[src/rtl/tx_frame_sequencer.sv]
// rtl/tx_frame_sequencer.sv - ping-pong TX frame bank scheduler with per-frame status byte
module tx_frame_sequencer #(
  parameter int ADDR_W     = 10,
  parameter int FRAME_LEN  = 1024,
  parameter int SEQ_W      = 4,
  parameter int GAP_CYCLES = 16
) (
  input  logic              clk,
  input  logic              reset,
  input  logic              load_done,
  input  logic              dac_ready,
  input  logic              halt,
  output logic              wr_bank,
  output logic              wr_enable,
  output logic              rd_bank,
  output logic [ADDR_W-1:0] rd_addr,
  output logic              rd_valid,
  output logic              pl_ready,
  output logic [SEQ_W-1:0]  seq_num,
  output logic [7:0]        stat_data,
  output logic              stat_valid,
  output logic              stat_keep,
  output logic              stat_tlast,
  input  logic              stat_ready
);

  typedef enum logic [1:0] {
    ST_IDLE   = 2'd0,
    ST_PLAY   = 2'd1,
    ST_REPORT = 2'd2,
    ST_GAP    = 2'd3
  } state_t;

  localparam int GAP_W = (GAP_CYCLES > 1) ? $clog2(GAP_CYCLES) : 1;
  localparam logic [ADDR_W-1:0] LAST_ADDR = ADDR_W'(FRAME_LEN - 1);
  localparam logic [GAP_W-1:0]  LAST_GAP  = GAP_W'(GAP_CYCLES - 1);

  state_t              state_q;
  state_t              state_d;
  logic [1:0]          bank_full_q;
  logic [1:0]          bank_full_d;
  logic                wr_bank_q;
  logic                rd_bank_q;
  logic [ADDR_W-1:0]   rd_addr_q;
  logic [GAP_W-1:0]    gap_cnt_q;
  logic [SEQ_W-1:0]    seq_q;
  logic                underrun_q;
  logic                overflow_q;
  logic [7:0]          stat_data_q;
  logic                set_underrun;

  logic                load_ok;
  logic                load_ovf;
  logic                last_sample;
  logic                stat_accept;
  logic                gap_done;
  logic                next_ready;
  logic [3:0]          seq_ext;

  assign wr_enable   = ~bank_full_q[wr_bank_q];
  assign load_ok     = load_done & wr_enable;
  assign load_ovf    = load_done & ~wr_enable;
  assign last_sample = (state_q == ST_PLAY) && dac_ready && (rd_addr_q == LAST_ADDR);
  assign stat_accept = (state_q == ST_REPORT) && stat_ready;
  assign gap_done    = (state_q == ST_GAP) && (gap_cnt_q == LAST_GAP);
  assign next_ready  = bank_full_q[rd_bank_q] && !halt;
  assign seq_ext     = 4'(seq_q);

  // Reader FSM state register
  always_ff @(posedge clk or negedge reset) begin
    if (!reset) state_q <= ST_IDLE;
    else        state_q <= state_d;
  end

  // Reader FSM next-state; an empty bank at the end of a gap is an underrun unless halted
  always_comb begin
    state_d      = state_q;
    set_underrun = 1'b0;
    case (state_q)
      ST_IDLE:   if (next_ready) state_d = ST_PLAY;
      ST_PLAY:   if (last_sample) state_d = ST_REPORT;
      ST_REPORT: if (stat_ready) state_d = ST_GAP;
      ST_GAP: begin
        if (gap_done) begin
          if (next_ready) begin
            state_d = ST_PLAY;
          end else begin
            state_d      = ST_IDLE;
            set_underrun = !halt;
          end
        end
      end
      default:   state_d = ST_IDLE;
    endcase
  end

  // Bank occupancy: clear of the played bank first, so a same-bank load still leaves it full
  always_comb begin
    bank_full_d = bank_full_q;
    if (last_sample) bank_full_d[rd_bank_q] = 1'b0;
    if (load_ok)     bank_full_d[wr_bank_q] = 1'b1;
  end

  // Bank pointers, read address, gap timer, sequence number, sticky flags and status snapshot
  always_ff @(posedge clk or negedge reset) begin
    if (!reset) begin
      bank_full_q <= 2'b00;
      wr_bank_q   <= 1'b0;
      rd_bank_q   <= 1'b0;
      rd_addr_q   <= '0;
      gap_cnt_q   <= '0;
      seq_q       <= '0;
      underrun_q  <= 1'b0;
      overflow_q  <= 1'b0;
      stat_data_q <= 8'h00;
    end else begin
      bank_full_q <= bank_full_d;
      if (load_ok) wr_bank_q <= ~wr_bank_q;
      if (last_sample) rd_bank_q <= ~rd_bank_q;

      if ((state_q == ST_PLAY) && dac_ready) begin
        rd_addr_q <= last_sample ? '0 : rd_addr_q + ADDR_W'(1);
      end

      gap_cnt_q <= ((state_q == ST_GAP) && !gap_done) ? gap_cnt_q + GAP_W'(1) : '0;

      if (stat_accept) seq_q <= seq_q + SEQ_W'(1);

      if (stat_accept)       underrun_q <= 1'b0;
      else if (set_underrun) underrun_q <= 1'b1;

      if (stat_accept)   overflow_q <= load_ovf;
      else if (load_ovf) overflow_q <= 1'b1;

      // Snapshot keeps the byte stable for the whole REPORT stall
      if (last_sample) begin
        stat_data_q <= {seq_ext, underrun_q, overflow_q | load_ovf, rd_bank_q, halt};
      end
    end
  end

  assign wr_bank    = wr_bank_q;
  assign rd_bank    = rd_bank_q;
  assign rd_addr    = rd_addr_q;
  assign rd_valid   = (state_q == ST_PLAY) && dac_ready;
  assign pl_ready   = (state_q == ST_PLAY);
  assign seq_num    = seq_q;
  assign stat_data  = stat_data_q;
  assign stat_valid = (state_q == ST_REPORT);
  assign stat_keep  = stat_valid;
  assign stat_tlast = stat_valid;

endmodule

[config.mk]
export PLATFORM = sky130hd
export DESIGN_NAME = tx_frame_sequencer
export DESIGN_NICKNAME = d
export VERILOG_FILES = /design/src/rtl/tx_frame_sequencer.sv
export SDC_FILE = /design/constraint.sdc
export NUM_CORES = 1
export LEC_CHECK = 0
export CORE_AREA = 2 2 64 72
export CTS_BUF_LIST = sky130_fd_sc_hd__clkbuf_8
export DETAILED_ROUTE_END_ITERATION = 16
export DIE_AREA = 0 0 66 74
export PLACE_DENSITY = 0.71
export SLEW_MARGIN = 20
export SYNTH_ARGS = -nofsm -noshare
export SYNTH_HDL_FRONTEND = slang
export SYNTH_SLANG_ARGS = --single-unit
[constraint.sdc]
create_clock -name clk -period 3.68 [get_ports clk]
set_input_delay 1.104 -clock clk [delete_from_list [all_inputs] [get_ports clk]]
set_output_delay 1.104 -clock clk [all_outputs]
set_load 0.02 [all_outputs]
Word level (Yosys, flattened, before mapping)
Index checks and enable logic that the tools add are counted.
{"block": "word_totals", "ff_bits": 34, "out_inout_bits": 30, "elab_cells": 74}
{"block": "classes", "muxes": 25, "n_reduce_logical": 14, "eq_ne": 9, "addsub": 3, "n_lt_le_gt_ge": 4, "n_bitwise": 9}
{"operator": "1-bit 2-to-1 mux", "count": 14}
{"operator": "2-bit 2-to-1 mux", "count": 6}
{"operator": "10-bit by 1-bit adder with 10-bit output (second input constant)", "count": 1}
{"operator": "10-bit == test (second input constant)", "count": 1}
{"operator": "10-bit 2-to-1 mux", "count": 1}
{"operator": "4-bit by 1-bit adder with 4-bit output (second input constant)", "count": 2}
{"operator": "1-bit logical AND", "count": 8}
{"operator": "2-bit one-hot mux with 4 select lines", "count": 1}
{"operator": "2-bit == test (second input constant)", "count": 2}
{"operator": "4-bit == test (second input constant)", "count": 1}
{"operator": "1-bit by 2-bit less-than comparator with 1-bit output (second input constant)", "count": 2}
{"operator": "4-bit 2-to-1 mux", "count": 1}
{"operator": "2-bit by 1-bit inequality test with 1-bit output (second input constant)", "count": 2}
{"operator": "2-bit inequality test (second input constant)", "count": 2}
{"operator": "4-bit AND reduction", "count": 1}
{"operator": "2-bit nonzero test", "count": 2}
{"operator": "1-bit NOT", "count": 3}
{"operator": "1-bit AND", "count": 2}
{"operator": "2-bit AND", "count": 1}
{"operator": "1-bit demux with 1-bit select", "count": 2}
{"operator": "2-bit by 1-bit == test with 1-bit output (second input constant)", "count": 1}
{"operator": "1-bit greater-or-equal comparator (second input constant)", "count": 2}
{"operator": "1-bit logical NOT", "count": 2}
{"operator": "2-bit logical NOT", "count": 1}
{"operator": "other kinds (3)", "count": 3}

Depth between registers and ports, before layout
{"block": "logic_depth", "depth_word": 9, "depth_mapped": 9}

Worst setup path after synthesis
OpenSTA, ideal clock, no wires.
{"block": "synth_timing", "kind": "input -> output", "start": "input port dac_ready", "end": "output port rd_valid", "stages": 2, "n_path_buf": 0, "setup_slack_ns": 1.188, "arrival_time_ns": 1.388, "required_time_ns": 2.576, "cell_sequence": "nand2_1 inv_1"}
{"block": "synth_via", "elab_chain_len": 1}
{"element": "from (decl)", "line": "11", "rtl": "input logic dac_ready,"}
{"element": "1-bit logical AND", "line": "145", "rtl": "assign rd_valid = (state_q == ST_PLAY) && dac_ready;"}
{"element": "to (decl)", "line": "17", "rtl": "output logic rd_valid,"}
Every way passes these cells.

Worst setup path after layout
Same ends and word-level chain as after synthesis.

==> flow_summary.json <==
{
  "status": "finished, final reports clean",
  "clockRootBuffer": "clkbuf_8",
  "seq_area_um2": 851,
  "final_util": 0.492,
  "drv_cap": 0,
  "layout.cells.non_filler": 231,
  "clkPwrFrac": 0.199,
  "cp.arrival_ps": 2400,
  "ys_types": 30,
  "track_usage": 0.150,
  "cts_tree": "done",
  "htreeDepth": 2,
  "grt_max_degree": 35,
  "ir_worst_vdd_mv": 0.390,
  "crit_family": "buffers and inverters",
  "mostFrequentLayoutCells": "clkdlybuf4s50_1, dfrtp_1, nand2_1",
  "place.port_buffers": 35,
  "fp.dieArea_mm2": 0.00488,
  "place_ws_ps": 174,
  "drt-initial-drc-count": 22,
  "cts_hold_buf": 0,
  "syn2layout_area_growth_pct": 29.9,
  "die_h_um": 74,
  "post-route-period-util": 0.952,
  "max_freq_mhz": 285,
  "grt_pass1_wl_um": 5530,
  "syn_inst": 139,
  "hold_path.class": "reg -> reg",
  "multi_input_area_um2": 681,
  "finalSetupViolations": 0,
  "clock_latency_ps": 280,
  "netlist_area_mm2": 0.00159,
  "placed_cell_area_mm2": 0.00198,
  "routed.top_layer": "met4",
  "yosysSeqAreaShare": 0.536,
  "fillCellCount": 405,
  "p_comb_frac": 0.390,
  "wire_per_inst_um": 14.2,
  "worst_slew_pin_slew_ps": 431,
  "hpwlAfterDp_um": 2420,
  "die_width_um": 66,
  "gp_congestion": 0.691,
  "via_per_inst": 4.98,
  "seqPwrFrac": 0.411,
  "drtAntennaViolNets": 0,
  "insertedDiodeCount": 0,
  "route.met2.wl_um": 1770,
  "cts_buffers": 5,
  "cts.clk_slew.worst_paths_ps": 60,
  "cts.sinks": 34,
  "max_slew_margin": 0.712,
  "grt_pass1_vias": 1205,
  "maxSlewViolCount": 0,
  "internal_power_mw": 0.855,
  "timing.hold.ws_ps": 477,
  "wirelength_um": 3290,
  "crit_path_max_incr_delay_ps": 610,
  "power.density_mw_per_mm2": 650,
  "fin_nets": 192,
  "ys_ff_latch": 34,
  "rows": 25,
  "path_buf_inv": 3,
  "fin_setup_tns_ps": 0,
  "cp-end-kind": "output port",
  "first_pass_iters": 4,
  "ctsResizeCount": 0,
  "dp.cells": 225,
  "leakage_nw": 0.947,
  "crit_top_cell": "clkdlybuf4s50_1",
  "core-area_mm2": 0.00419,
  "p_total_mw": 1.34,
  "met3_length_um": 179,
  "cp_slowest_cell": "clkdlybuf4s50_1",
  "rsz0062_at_grt": "no",
  "hold_violations": 0,
  "worst_ep_required_time_ps": 2580,
  "grt-ovfl-total": 0,
  "timing_worst_setup_path_type": "in -> out",
  "clockBufferDepth": 2,
  "start_util": 0.379,
  "drc": 0,
  "antenna_found_initial": 0,
  "design_area_mm2": 0.00206,
  "wl_met1_um": 1280,
  "final.setup.worst_slack_ps": 176,
  "io-pin-count": 36,
  "sw_frac_of_total": 0.362,
  "skew_ps": 4.17,
  "fin_crit_ps": 3500,
  "syn_nets": 153,
  "power_switching_mw": 0.486,
  "vias": 1150,
  "final_common_cell": "clkdlybuf4s50_1",
  "path_cells": "clkdlybuf4s50_1 -> nand2_1 -> inv_1 -> clkdlybuf4s50_1",
  "cts_setup_buffers": 0,
  "drive_gt1_frac": 0.124,
  "synth_area_per_cell_um2": 11.4,
  "yosys_warnings": 0,
  "critPathMaxFanout": 4,
  "start_kind": "primary input"
}
registers in the layout (all words and copies together) (netlist names):
signal	cells
seq_num	4
state_q	2
stat_data	8
underrun_q	1
gap_cnt_q	4
bank_full_q	2
wr_bank	1
rd_addr	10
overflow_q	1
rd_bank	1
synthesized netlist by cell type:
cell / n / area [um^2]
and3_1: 3 / 18.8
nand2_1: 14 / 52.6
or3_1: 1 / 6.26
xor2_1: 6 / 52.6
dfrtp_1: 34 / 851
buf_6: 1 / 11.3
nor4bb_1: 1 / 10.0
o21a_1: 1 / 7.51
mux2_2: 9 / 101
nand3_4: 1 / 17.5
ha_1: 8 / 100
nand2b_1: 1 / 6.26
nor3_2: 1 / 10.0
nand3_1: 7 / 35.0
inv_1: 6 / 22.5
and2_1: 2 / 12.5
nand3b_1: 1 / 7.51
a21o_1: 3 / 22.5
a21oi_2: 1 / 8.76
nand4_1: 1 / 6.26
and4_1: 1 / 8.76
and4_2: 1 / 10.0
buf_4: 3 / 22.5
o21ai_0: 10 / 50.1
and3_2: 1 / 7.51
xnor2_1: 6 / 52.6
and2_2: 1 / 7.51
a21oi_1: 3 / 15.0
mux2i_1: 2 / 20.0
nor2_1: 9 / 33.8
cells by family (layout without fill, tap and decap cells):
logic type      after synthesis  after routing  share of synthesized area
xor+xnor                     12             12                     0.0662
flops                        34             34                      0.536
simple gates                 46             46                      0.158
fa+ha+maj                     8              8                     0.0630
compound gates               18             18                     0.0654
mux                          11             11                     0.0764
buf+inv                      10             48                     0.0355
per-layer routing:
metal  vias up  global-route usage
li1        546                   -
met1       567               0.162
met2        30               0.275
met3         7              0.0514
met4         0              0.0544
met5         -                   0
final cells by class:
cell class / instances / area share
Clock buffer: 6 / 0.0400
Multi-Input combinational cell: 95 / 0.330
Sequential cell: 34 / 0.413
Inverter: 6 / 0.0109
Timing Repair Buffer: 36 / 0.174
Tap cell: 54 / 0.0328
path summary, 6_finish.rpt:
check,start,to,slack [ps],depth (start not counted)
worst max-delay path,dac_ready,rd_valid,180,4
worst min-delay path,overflow_q$_DFFE_PN0P_,overflow_q$_DFFE_PN0P_,480,1
worst max register to register,state_q[1]$_DFFE_PN0P_,state_q[0]$_DFFE_PN0P_,1430,7
worst min register to register,overflow_q$_DFFE_PN0P_,overflow_q$_DFFE_PN0P_,480,1
max in group asynchronous,reset,wr_bank$_DFFE_PN0P_,2140,2
min in group asynchronous,reset,state_q[1]$_DFFE_PN0P_,1230,2
power by group through the flow:
stage	Sequential (mW)	Combinational (mW)	Clock [mW]
4_1_cts	0.551	0.530	0.273
3_3_place_gp	0.546	0.501	0
5_1_grt	0.566	0.572	0.293
3_5_place_dp	0.555	0.524	0
6_report	0.551	0.523	0.266
2_1_floorplan	0.592	0.263	0
Power figures use the tool's default switching activity.
